===== config.mk =====
export PLATFORM = sky130hd
export DESIGN_NAME = caf_sweep_ctrl_flat
export DESIGN_NICKNAME = d
export VERILOG_FILES = /design/src/rtl/caf_pkg.sv /design/src/rtl/caf_sweep_ctrl_if.sv /design/src/rtl/caf_max_tracker.sv /design/src/rtl/caf_sweep_ctrl.sv /design/src/flat_wrapper.sv
export SDC_FILE = /design/constraint.sdc
export NUM_CORES = 1
export LEC_CHECK = 0
export CORE_UTILIZATION = 45
export CTS_CLUSTER_SIZE = 30
export DETAILED_ROUTE_END_ITERATION = 10
export PLACE_DENSITY = 0.76
export SLEW_MARGIN = 20
export SYNTH_ARGS = -nofsm -noshare
export SYNTH_HDL_FRONTEND = slang
export SYNTH_SLANG_ARGS = --single-unit

===== constraint.sdc =====
create_clock -name clk -period 4.95 [get_ports clk]
set_input_delay 0.495 -clock clk [delete_from_list [all_inputs] [get_ports clk]]
set_output_delay 0.495 -clock clk [all_outputs]
set_load 0.01 [all_outputs]

===== src/rtl/caf_pkg.sv =====
// Shared definitions for the CAF sweep controller: FSM encodings and default sweep geometry.
package caf_pkg;

  localparam int CAF_NUM_BINS = 8;
  localparam int CAF_LENGTH   = 5;

  localparam logic [2:0] ST_IDLE    = 3'd0;
  localparam logic [2:0] ST_CONFIG  = 3'd1;
  localparam logic [2:0] ST_STREAM  = 3'd2;
  localparam logic [2:0] ST_WAIT    = 3'd3;
  localparam logic [2:0] ST_COMPARE = 3'd4;
  localparam logic [2:0] ST_DONE    = 3'd5;

endpackage


===== src/rtl/caf_sweep_ctrl_if.sv =====
// Controller <-> caf_slice link: frequency programming, sample stream and result handshake.
interface caf_sweep_ctrl_if #(
  parameter int PHASE_BITS          = 10,
  parameter int LENGTH_COUNTER_BITS = 3,
  parameter int OUT_MAX_BITS        = 5
);
  logic [PHASE_BITS-1:0]          slc_freq_step;
  logic                           slc_freq_step_valid;
  logic                           slc_neg_shift;
  logic                           slc_m_axis_tvalid;
  logic                           slc_s_axis_tready;
  logic                           slc_s_axis_tvalid;
  logic                           slc_m_axis_tready;
  logic [OUT_MAX_BITS-1:0]        slc_out_max;
  logic [LENGTH_COUNTER_BITS-1:0] slc_index;

  modport master (
    output slc_freq_step, slc_freq_step_valid, slc_neg_shift,
           slc_m_axis_tvalid, slc_m_axis_tready,
    input  slc_s_axis_tready, slc_s_axis_tvalid, slc_out_max, slc_index
  );

  modport slave (
    input  slc_freq_step, slc_freq_step_valid, slc_neg_shift,
           slc_m_axis_tvalid, slc_m_axis_tready,
    output slc_s_axis_tready, slc_s_axis_tvalid, slc_out_max, slc_index
  );
endinterface


===== src/rtl/caf_max_tracker.sv =====
// Keeps the best (magnitude, lag, bin) seen in a sweep; ties keep the earlier entry.
module caf_max_tracker #(
  parameter int OUT_MAX_BITS        = 5,
  parameter int LENGTH_COUNTER_BITS = 3,
  parameter int BIN_BITS            = 3
) (
  input  logic                           clk,
  input  logic                           rst,
  input  logic                           clear,
  input  logic                           capture,
  input  logic                           first,
  input  logic [OUT_MAX_BITS-1:0]        mag,
  input  logic [LENGTH_COUNTER_BITS-1:0] lag,
  input  logic [BIN_BITS-1:0]            bin,
  output logic [OUT_MAX_BITS-1:0]        best_max,
  output logic [LENGTH_COUNTER_BITS-1:0] best_index,
  output logic [BIN_BITS-1:0]            best_bin
);
  logic [OUT_MAX_BITS-1:0]        max_q, max_d;
  logic [LENGTH_COUNTER_BITS-1:0] idx_q, idx_d;
  logic [BIN_BITS-1:0]            bin_q, bin_d;

  always_comb begin
    max_d = max_q;
    idx_d = idx_q;
    bin_d = bin_q;
    if (clear) begin
      max_d = '0;
      idx_d = '0;
      bin_d = '0;
    end else if (capture && (first || (mag > max_q))) begin
      max_d = mag;
      idx_d = lag;
      bin_d = bin;
    end
  end

  always_ff @(posedge clk) begin
    if (rst) begin
      max_q <= '0;
      idx_q <= '0;
      bin_q <= '0;
    end else begin
      max_q <= max_d;
      idx_q <= idx_d;
      bin_q <= bin_d;
    end
  end

  assign best_max   = max_q;
  assign best_index = idx_q;
  assign best_bin   = bin_q;
endmodule


===== src/rtl/caf_sweep_ctrl.sv =====
// CAF Doppler sweep sequencer around one caf_slice.
// Optional WAIT watchdog enabled by defining CAF_SWEEP_TIMEOUT_EN.
//   state   | meaning
//   IDLE    | waiting for start
//   CONFIG  | present freq_step to slice, clear sample counter
//   STREAM  | forward length sample pairs
//   WAIT    | wait for slice result
//   COMPARE | update best_* and step to next bin
//   DONE    | one-cycle done pulse
module caf_sweep_ctrl
  import caf_pkg::*;
#(
  parameter int PHASE_BITS          = 10,
  parameter int LENGTH              = CAF_LENGTH,
  parameter int LENGTH_COUNTER_BITS = 3,
  parameter int OUT_MAX_BITS        = 5,
  parameter int NUM_BINS            = CAF_NUM_BINS,
  parameter int BIN_BITS            = 3
`ifdef CAF_SWEEP_TIMEOUT_EN
  , parameter int TIMEOUT_CYCLES    = 64
`endif
) (
  input  logic                           clk,
  input  logic                           rst,
  input  logic                           start,
  input  logic [PHASE_BITS-1:0]          freq_base,
  input  logic                           src_tvalid,
  output logic                           src_tready,
  caf_sweep_ctrl_if.master               slc,
  output logic                           busy,
  output logic                           done,
  output logic [OUT_MAX_BITS-1:0]        best_max,
  output logic [LENGTH_COUNTER_BITS-1:0] best_index,
  output logic [BIN_BITS-1:0]            best_bin,
  output logic                           err
);
  localparam int HALF = NUM_BINS / 2;
  localparam logic [BIN_BITS-1:0]            HALF_BIN = BIN_BITS'(HALF);
  localparam logic [BIN_BITS-1:0]            LAST_BIN = BIN_BITS'(NUM_BINS - 1);
  localparam logic [LENGTH_COUNTER_BITS-1:0] LAST_CNT = LENGTH_COUNTER_BITS'(LENGTH - 1);

  logic [2:0]                     state_q, state_d;
  logic [BIN_BITS-1:0]            bin_q, bin_d, next_bin;
  logic [LENGTH_COUNTER_BITS-1:0] cnt_q, cnt_d;
  logic [PHASE_BITS-1:0]          base_q, base_d, step_q, step_d;
  logic                           neg_q, neg_d, have_q, have_d;
  logic [OUT_MAX_BITS-1:0]        res_max_q, res_max_d;
  logic [LENGTH_COUNTER_BITS-1:0] res_idx_q, res_idx_d;
  logic                           clear, capture, advance;
`ifdef CAF_SWEEP_TIMEOUT_EN
  localparam int WDOG_BITS = $clog2(TIMEOUT_CYCLES + 1);
  logic [WDOG_BITS-1:0] wdog_q, wdog_d;
  logic                 err_q, err_d;
`endif

  assign next_bin = bin_q + 1'b1;

  always_comb begin
    state_d   = state_q;
    bin_d     = bin_q;
    cnt_d     = cnt_q;
    base_d    = base_q;
    step_d    = step_q;
    neg_d     = neg_q;
    have_d    = have_q;
    res_max_d = res_max_q;
    res_idx_d = res_idx_q;
    clear     = 1'b0;
    capture   = 1'b0;
    advance   = 1'b0;
`ifdef CAF_SWEEP_TIMEOUT_EN
    wdog_d    = wdog_q;
    err_d     = err_q;
`endif
    case (state_q)
      ST_IDLE: if (start) begin
        state_d = ST_CONFIG;
        bin_d   = '0;
        base_d  = freq_base;
        // Bin 0 sits HALF steps below centre; later bins walk the magnitude by one base step.
        step_d  = PHASE_BITS'(freq_base * HALF);
        neg_d   = 1'b1;
        have_d  = 1'b0;
        clear   = 1'b1;
`ifdef CAF_SWEEP_TIMEOUT_EN
        err_d   = 1'b0;
`endif
      end
      ST_CONFIG: begin
        cnt_d   = '0;
        state_d = ST_STREAM;
      end
      ST_STREAM: if (src_tvalid && slc.slc_s_axis_tready) begin
        cnt_d = cnt_q + 1'b1;
        if (cnt_q == LAST_CNT) begin
          state_d = ST_WAIT;
`ifdef CAF_SWEEP_TIMEOUT_EN
          wdog_d  = WDOG_BITS'(TIMEOUT_CYCLES - 1);
`endif
        end
      end
      ST_WAIT: begin
        if (slc.slc_s_axis_tvalid) begin
          res_max_d = slc.slc_out_max;
          res_idx_d = slc.slc_index;
          state_d   = ST_COMPARE;
        end
`ifdef CAF_SWEEP_TIMEOUT_EN
        else if (wdog_q == '0) begin
          err_d   = 1'b1;
          advance = 1'b1;
        end else begin
          wdog_d = wdog_q - 1'b1;
        end
`endif
      end
      ST_COMPARE: begin
        capture = 1'b1;
        have_d  = 1'b1;
        advance = 1'b1;
      end
      ST_DONE: state_d = ST_IDLE;
      default: state_d = ST_IDLE;
    endcase

    if (advance) begin
      if (bin_q == LAST_BIN) begin
        state_d = ST_DONE;
      end else begin
        state_d = ST_CONFIG;
        bin_d   = next_bin;
        neg_d   = (next_bin < HALF_BIN);
        step_d  = (bin_q < HALF_BIN) ? (step_q - base_q) : (step_q + base_q);
      end
    end
  end

  always_ff @(posedge clk) begin
    if (rst) begin
      state_q   <= ST_IDLE;
      bin_q     <= '0;
      cnt_q     <= '0;
      base_q    <= '0;
      step_q    <= '0;
      neg_q     <= 1'b0;
      have_q    <= 1'b0;
      res_max_q <= '0;
      res_idx_q <= '0;
`ifdef CAF_SWEEP_TIMEOUT_EN
      wdog_q    <= '0;
      err_q     <= 1'b0;
`endif
    end else begin
      state_q   <= state_d;
      bin_q     <= bin_d;
      cnt_q     <= cnt_d;
      base_q    <= base_d;
      step_q    <= step_d;
      neg_q     <= neg_d;
      have_q    <= have_d;
      res_max_q <= res_max_d;
      res_idx_q <= res_idx_d;
`ifdef CAF_SWEEP_TIMEOUT_EN
      wdog_q    <= wdog_d;
      err_q     <= err_d;
`endif
    end
  end

  caf_max_tracker #(
    .OUT_MAX_BITS       (OUT_MAX_BITS),
    .LENGTH_COUNTER_BITS(LENGTH_COUNTER_BITS),
    .BIN_BITS           (BIN_BITS)
  ) u_tracker (
    .clk       (clk),
    .rst       (rst),
    .clear     (clear),
    .capture   (capture),
    .first     (!have_q),
    .mag       (res_max_q),
    .lag       (res_idx_q),
    .bin       (bin_q),
    .best_max  (best_max),
    .best_index(best_index),
    .best_bin  (best_bin)
  );

  assign src_tready              = (state_q == ST_STREAM) && slc.slc_s_axis_tready;
  assign slc.slc_m_axis_tvalid   = (state_q == ST_STREAM) && src_tvalid;
  assign slc.slc_m_axis_tready   = (state_q == ST_WAIT);
  assign slc.slc_freq_step_valid = (state_q == ST_CONFIG);
  assign slc.slc_freq_step       = step_q;
  assign slc.slc_neg_shift       = neg_q;
  assign busy                    = (state_q != ST_IDLE);
  assign done                    = (state_q == ST_DONE);
`ifdef CAF_SWEEP_TIMEOUT_EN
  assign err = err_q;
`else
  assign err = 1'b0;
`endif
endmodule


===== src/flat_wrapper.sv =====
// flat-port wrapper written by rule: the top's interface ports become plain ports
module caf_sweep_ctrl_flat import caf_pkg::*;
#(
  parameter int PHASE_BITS          = 10,
  parameter int LENGTH              = CAF_LENGTH,
  parameter int LENGTH_COUNTER_BITS = 3,
  parameter int OUT_MAX_BITS        = 5,
  parameter int NUM_BINS            = CAF_NUM_BINS,
  parameter int BIN_BITS            = 3

)
  (clk, rst, start, freq_base, src_tvalid, src_tready, busy, done, best_max, best_index, best_bin, err, slc_slc_freq_step, slc_slc_freq_step_valid, slc_slc_neg_shift, slc_slc_m_axis_tvalid, slc_slc_m_axis_tready, slc_slc_s_axis_tready, slc_slc_s_axis_tvalid, slc_slc_out_max, slc_slc_index);
  caf_sweep_ctrl_if #(.PHASE_BITS(PHASE_BITS), .LENGTH_COUNTER_BITS(LENGTH_COUNTER_BITS), .OUT_MAX_BITS(OUT_MAX_BITS)) slc_i ();
  input  logic clk;
  input  logic rst;
  input  logic start;
  input  logic [PHASE_BITS-1:0] freq_base;
  input  logic src_tvalid;
  output logic src_tready;
  output logic busy;
  output logic done;
  output logic [OUT_MAX_BITS-1:0] best_max;
  output logic [LENGTH_COUNTER_BITS-1:0] best_index;
  output logic [BIN_BITS-1:0] best_bin;
  output logic err;
  output wire logic [$bits(slc_i.slc_freq_step)-1:0] slc_slc_freq_step;
  output wire logic [$bits(slc_i.slc_freq_step_valid)-1:0] slc_slc_freq_step_valid;
  output wire logic [$bits(slc_i.slc_neg_shift)-1:0] slc_slc_neg_shift;
  output wire logic [$bits(slc_i.slc_m_axis_tvalid)-1:0] slc_slc_m_axis_tvalid;
  output wire logic [$bits(slc_i.slc_m_axis_tready)-1:0] slc_slc_m_axis_tready;
  input wire logic [$bits(slc_i.slc_s_axis_tready)-1:0] slc_slc_s_axis_tready;
  input wire logic [$bits(slc_i.slc_s_axis_tvalid)-1:0] slc_slc_s_axis_tvalid;
  input wire logic [$bits(slc_i.slc_out_max)-1:0] slc_slc_out_max;
  input wire logic [$bits(slc_i.slc_index)-1:0] slc_slc_index;
  assign slc_slc_freq_step = slc_i.slc_freq_step;
  assign slc_slc_freq_step_valid = slc_i.slc_freq_step_valid;
  assign slc_slc_neg_shift = slc_i.slc_neg_shift;
  assign slc_slc_m_axis_tvalid = slc_i.slc_m_axis_tvalid;
  assign slc_slc_m_axis_tready = slc_i.slc_m_axis_tready;
  assign slc_i.slc_s_axis_tready = slc_slc_s_axis_tready;
  assign slc_i.slc_s_axis_tvalid = slc_slc_s_axis_tvalid;
  assign slc_i.slc_out_max = slc_slc_out_max;
  assign slc_i.slc_index = slc_slc_index;
  caf_sweep_ctrl #(.PHASE_BITS(PHASE_BITS), .LENGTH(LENGTH), .LENGTH_COUNTER_BITS(LENGTH_COUNTER_BITS), .OUT_MAX_BITS(OUT_MAX_BITS), .NUM_BINS(NUM_BINS), .BIN_BITS(BIN_BITS)) u_core (.clk(clk), .rst(rst), .start(start), .freq_base(freq_base), .src_tvalid(src_tvalid), .src_tready(src_tready), .slc(slc_i), .busy(busy), .done(done), .best_max(best_max), .best_index(best_index), .best_bin(best_bin), .err(err));
endmodule

Word level (Yosys, flattened, before mapping). Index checks and enable logic that the tools add are counted. W data, S select, Z words.

Register bits after elaboration: 50. Bits of input ports: 24. Output and inout bits: 29. Word-level logic and storage cells: 76.

Add/sub/neg operators: 4. Magnitude comparators: 3. Equality and inequality tests: 14. Multiplexer cells: 27. Reduce and logical (&&, ||, !) cells: 16.

Operator list (count): $mux W10 (5); $mux W3 (11); $pmux W3 S5 (1); $eq A3 B3 Y1 const B (4); $add A10 B10 Y10 (1); $sub A10 B10 Y10 (1); $mux W1 (8); $reduce_and A2 Y1 (4); $add A3 B1 Y3 const B (2); $eq A3 B2 Y1 const B (2); $lt A3 B3 Y1 const B (2); $ne A3 B2 Y1 const B (2); $pmux W3 S2 (1); $gt A5 B5 Y1 (1); $reduce_and A5 Y1 (1); $logic_and A1 B1 Y1 (4); $ne A2 B2 Y1 const B (2); $reduce_bool A2 Y1 (2); $eq A3 B1 Y1 const B (1); $logic_not A3 Y1 (1); $ne A3 B1 Y1 const B (1); $ne A3 B3 Y1 const B (1); $reduce_bool A3 Y1 (1); $ne A2 B1 Y1 const B (1); other kinds (4) (4).

Longest topological paths before layout.
Word-level depth: 5. Depth in mapped cells: 12. Depth with buffers taken out: 12.

Hierarchy. Synthesis repeated with hierarchy kept, for this count alone.

Cell total of the unflattened synthesis: 325. Area total of the unflattened synthesis: 2730.1 um^2.

By module, submodules not included: caf_sweep_ctrl (instances 1, cells an instance 259, area an instance 2159.6 um^2, seq. area each 780.7 um^2); caf_max_tracker (instances 1, cells an instance 66, area an instance 570.5 um^2, seq. area each 220.2 um^2).

Least setup slack after synthesis. Ideal clock, no wire load.

Path type: reg2reg. Start: reg u_core.bin_q[2]. End: reg u_core.step_q[7], in the netlist u_core.slc.slc_freq_step[7]. Setup time: 0.095 ns. Data arrival time: 2.337 ns. Required time: 4.855 ns. Slack: 2.518 ns. Cell stages (with the launch flop): 9. Buffers on the path: 1. Period minus slack after synthesis: 2.432 ns. Path through: dfxtp_1 -> clkbuf_1 -> mux2_2 -> ha_1 -> a211oi_1 -> o21bai_1 -> a221oi_1 -> xor2_1 -> a221oi_1.

Cells in the longest elaborated chain, start to end: 4. Elaborated cells between the ends (all ways): 5. Classes of those cells: 1 x order compare; 1 x eq/ne; 3 x mux.

Ends and longest elaborated chain: start, declared (line caf_sweep_ctrl.sv:43) `logic [BIN_BITS-1:0] bin_q, bin_d, next_bin;`; start signal, assigned (line caf_sweep_ctrl.sv:155) `bin_q <= bin_d;`; $lt A3 B3 Y1 (line caf_sweep_ctrl.sv:133) `step_d = (bin_q < HALF_BIN) ? (step_q - base_q) : (step_q + base_q);`; $mux W10 (line caf_sweep_ctrl.sv:133); $mux W10 (*) (line caf_sweep_ctrl.sv:127) `if (bin_q == LAST_BIN) begin`; $mux W10 (*) (line caf_sweep_ctrl.sv:126) `if (advance) begin`; end signal, assigned (line caf_sweep_ctrl.sv:158) `step_q <= step_d;`; end, declared (line caf_sweep_ctrl.sv:45) `logic [PHASE_BITS-1:0] base_q, base_d, step_q, step_d;`.

Every way passes the cells marked *; elsewhere a longest branch is shown, timed or not. A chain may end at the register's enable or synchronous reset.

Worst setup path in the final report.
Start: reg u_core.base_q[0]. End: reg u_core.step_q[7], in the netlist u_core.slc.slc_freq_step[7].

Cells in the longest elaborated chain, start to end: 4. Elaborated cells between the ends (all ways): 5. Classes of those cells: 2 x add/sub; 3 x mux.

Ends and longest elaborated chain: start, declared (line caf_sweep_ctrl.sv:45); start signal, assigned (line caf_sweep_ctrl.sv:157) `base_q <= base_d;`; $add A10 B10 Y10 or $sub A10 B10 Y10 (tied branches) (line caf_sweep_ctrl.sv:133); $mux W10 (*) (line caf_sweep_ctrl.sv:133); $mux W10 (*) (line caf_sweep_ctrl.sv:127); $mux W10 (*) (line caf_sweep_ctrl.sv:126).

Marked as above.

==> impl_metrics.json <==
{
  "worst_skew_pair.late_latency_ns": 0.31,
  "critical_path.startpoint_type": "flip-flop",
  "drt-wirelength-per-cell_um": 14.2,
  "dp.final_hpwl_mm": 4.69,
  "setup-violations-final": 0,
  "synth_sequential_area_ratio": 0.361,
  "placed_cells": 447,
  "fin_crit_sh": 0.537,
  "synth.cell_area_um2": 2780,
  "final_common_cell": "clkdlybuf4s50_1",
  "setup_total_negative_slack_ns": 0,
  "synth-edff-count": 0,
  "maximum_clock_path_buffer_count": 2,
  "dp_worst_setup_slack_ns": 2.30,
  "grt_pass1_vias": 2224,
  "async_reset_ff_frac": 0,
  "grt_antenna_before_repair": 0,
  "io_pins": 53,
  "sum_of_internal_switching_and_leakage_power_mw": 0.993,
  "comb_power_share": 0.293,
  "postCtsSetupBuffers": 0,
  "drive_above_1_share": 0.0421,
  "ys_seq_elements": 50,
  "cp_data_required_time_ns": 5.15,
  "tritoncts.num_buffers": 5,
  "max_cap_violations": 0,
  "area_growth_pct": 22.2,
  "p_clk_frac": 0.255,
  "slew_headroom": 0.374,
  "switching_share": 0.321,
  "power.static_leakage_nw": 1.29,
  "post_synth_inst_count": 340,
  "worst_slack_ns": 2.29,
  "seqCellArea_um2": 1000,
  "vias": 2565,
  "antenna_violating_nets_left": 0,
  "count_of_buffers_from_port_buffering": 51,
  "layout_common_cells": "clkdlybuf4s50_1 (51), dfxtp_1 (50), nand2_1 (49)",
  "num_antenna_cells": 0,
  "start_util": 0.469,
  "max-vdd-ir-drop_v": 0.000130,
  "timing_worst_setup_path_type": "flip-flop to flip-flop",
  "cts_hold_repair.buffers": 0,
  "gpl.final_weighted_congestion": 0.842,
  "die_area_um2": 6490,
  "drtIter0Drc": 183,
  "fp-row-count": 28,
  "share_seq_of_total_power": 0.452,
  "clock.fmax_mhz": 376,
  "worst-slew-pin-transition_ns": 0.936,
  "fp.dieH_um": 80.6,
  "final.setup_skew_ns": 0.00817,
  "timing.critical_path.fanout_max": 5,
  "stdcell_count": 455,
  "netlist-cell-type-count": 50,
  "tritoncts": "yes",
  "final_period_minus_worst_setup_slack_ns": 2.66,
  "power.density_cell_area_nw_per_um2": 293,
  "grt_overflow": 0,
  "internal_power_mw": 0.674,
  "placeableCoreArea_um2": 5920,
  "syn_area_per_cell_um2": 8.17,
  "final_net_count": 423,
  "cts_sinks": 50,
  "die_width_um": 80.6,
  "fill_cells": 551,
  "synth.yosys.warnings": 0,
  "rsz0062_at_grt": "false",
  "hp-class": "flip-flop to flip-flop",
  "synthFlopType": "dfxtp_1",
  "critical_path_sink_type": "flip-flop",
  "post_cts_resized": 0,
  "final_max_slew_viol_count": 0,
  "grt_start_max_net_pins": 26,
  "firstDrtPassIters": 4,
  "htree_num_levels": 2,
  "cts_root_buf": "clkbuf_8",
  "multiInputGateArea_um2": 1620,
  "detail_route.drc_violations": 0,
  "routed_wirelength_mm": 6.47,
  "globalRouteTotalUtil": 0.210,
  "status": "complete, no violations",
  "vias_per_cell": 5.64,
  "wire_length_of_the_first_global_routing_pass_mm": 10.6,
  "switching_power_mw": 0.319,
  "syn_nets": 384,
  "critPathArrivalTime_ns": 2.86,
  "path_clk_slew_ns": 0.09,
  "final-hold-violation-count": 0
}
[final timing paths]
check                           depth (start not counted)  slack, ns                           to           startpoint
worst min-delay path                                    2       0.47          u_core.res_idx_q[0]  u_core.res_idx_q[0]
worst max register to register                          9       2.29  u_core.slc.slc_freq_step[7]     u_core.base_q[0]
worst max-delay path                                    9       2.29  u_core.slc.slc_freq_step[7]     u_core.base_q[0]
worst min register to register                          2       0.47          u_core.res_idx_q[0]  u_core.res_idx_q[0]
[sequential cells by signal (all words and copies together) (netlist names)]
register,flops
u_core.res_idx_q,3
u_core.cnt_q,3
u_core.u_tracker.best_bin,3
u_core.have_q,1
u_core.u_tracker.best_index,3
u_core.u_tracker.best_max,5
u_core.res_max_q,5
u_core.base_q,10
u_core.bin_q,3
u_core.state_q,3
u_core.slc.slc_neg_shift,1
u_core.slc.slc_freq_step,10
[critical path, stage by stage, from the launching register on]
cell and delay (ns):
dfxtp_1 0.42, inv_1 0.06, ha_1 0.28, mux2_2 0.30, ha_1 0.30, a211oi_1 0.33
o21bai_1 0.16, a221oi_1 0.30, xor2_1 0.11, a221oi_1 0.28
[cell families (layout without fill, tap and decap cells)]
| family | Yosys count | count (layout) | synth area share |
|---|---|---|---|
| AND/OR/NAND/NOR | 114 | 114 | 0.203 |
| AO/OA/AOI/OAI | 103 | 103 | 0.229 |
| adder cells (fa/ha/maj) | 20 | 20 | 0.0928 |
| flip-flops | 50 | 50 | 0.361 |
| buffers and inverters | 34 | 74 | 0.0545 |
| other | 1 | 1 | 0.00135 |
| XOR/XNOR | 15 | 15 | 0.0473 |
| multiplexers | 3 | 3 | 0.0113 |
[cells in the mapped netlist, types with 2 or more instances]
| cell | instances | area share |
|---|---|---|
| buf_4 | 2 | 0.0054 |
| ha_1 | 19 | 0.086 |
| nor2b_1 | 3 | 0.0068 |
| and3b_1 | 2 | 0.0063 |
| nand2_1 | 49 | 0.066 |
| a31oi_1 | 3 | 0.0068 |
| inv_1 | 12 | 0.016 |
| nor2_1 | 26 | 0.035 |
| dfxtp_1 | 50 | 0.36 |
| mux2i_1 | 2 | 0.0072 |
| a21o_1 | 4 | 0.011 |
| o21ai_0 | 16 | 0.029 |
| a22oi_1 | 4 | 0.011 |
| nor3b_2 | 3 | 0.014 |
| nor3_1 | 8 | 0.014 |
| nand2b_1 | 3 | 0.0068 |
| xnor2_1 | 7 | 0.022 |
| xor2_1 | 8 | 0.025 |
| clkbuf_1 | 11 | 0.015 |
| a221oi_1 | 6 | 0.019 |
| o211ai_1 | 12 | 0.032 |
| or3_1 | 2 | 0.0045 |
| nand4b_1 | 2 | 0.0063 |
| and2_1 | 4 | 0.0090 |
| and3_1 | 3 | 0.0068 |
| a211oi_1 | 3 | 0.0081 |
| nand4_1 | 3 | 0.0068 |
| a21oi_1 | 45 | 0.081 |
| buf_2 | 7 | 0.013 |
[layout make-up]
type	instances	area share
clock inverter	1	0.00258
timing repair buffer	54	0.157
clock buffer	7	0.0255
multi-input combinational	256	0.479
inverter	12	0.0133
tap	75	0.0277
sequential	50	0.295
[metrics by stage]
stage | hold slack, ns | cell area [um2] | util
2_1_floorplan | 0.436 | 2780 | -
4_1_cts | 0.465 | 3390 | 0.573
6_report | 0.465 | 3390 | 0.573
3_5_place_dp | 0.450 | 3300 | 0.557
3_3_place_gp | 0.442 | 3300 | 0.557
5_1_grt | 0.488 | 3390 | 0.573
[power groups by stage]
stage | Sequential, mW | Combinational (mW) | Clock [mW]
after floorplan | 0.450 | 0.209 | 0
after global placement | 0.457 | 0.285 | 0
after detailed placement | 0.457 | 0.288 | 0
after CTS | 0.448 | 0.290 | 0.261
after global routing | 0.453 | 0.324 | 0.276
final | 0.449 | 0.291 | 0.253
[per-layer routing]
metal  track usage  routed length [um]  up-vias
met2         0.317                2960       71
met3        0.0386                 381        8
met4        0.0679                  90        0
met1         0.298                3030     1200
met5             0                   0        -
li1              -                   -     1286
Note: power is estimated with default switching activity, not from simulation.
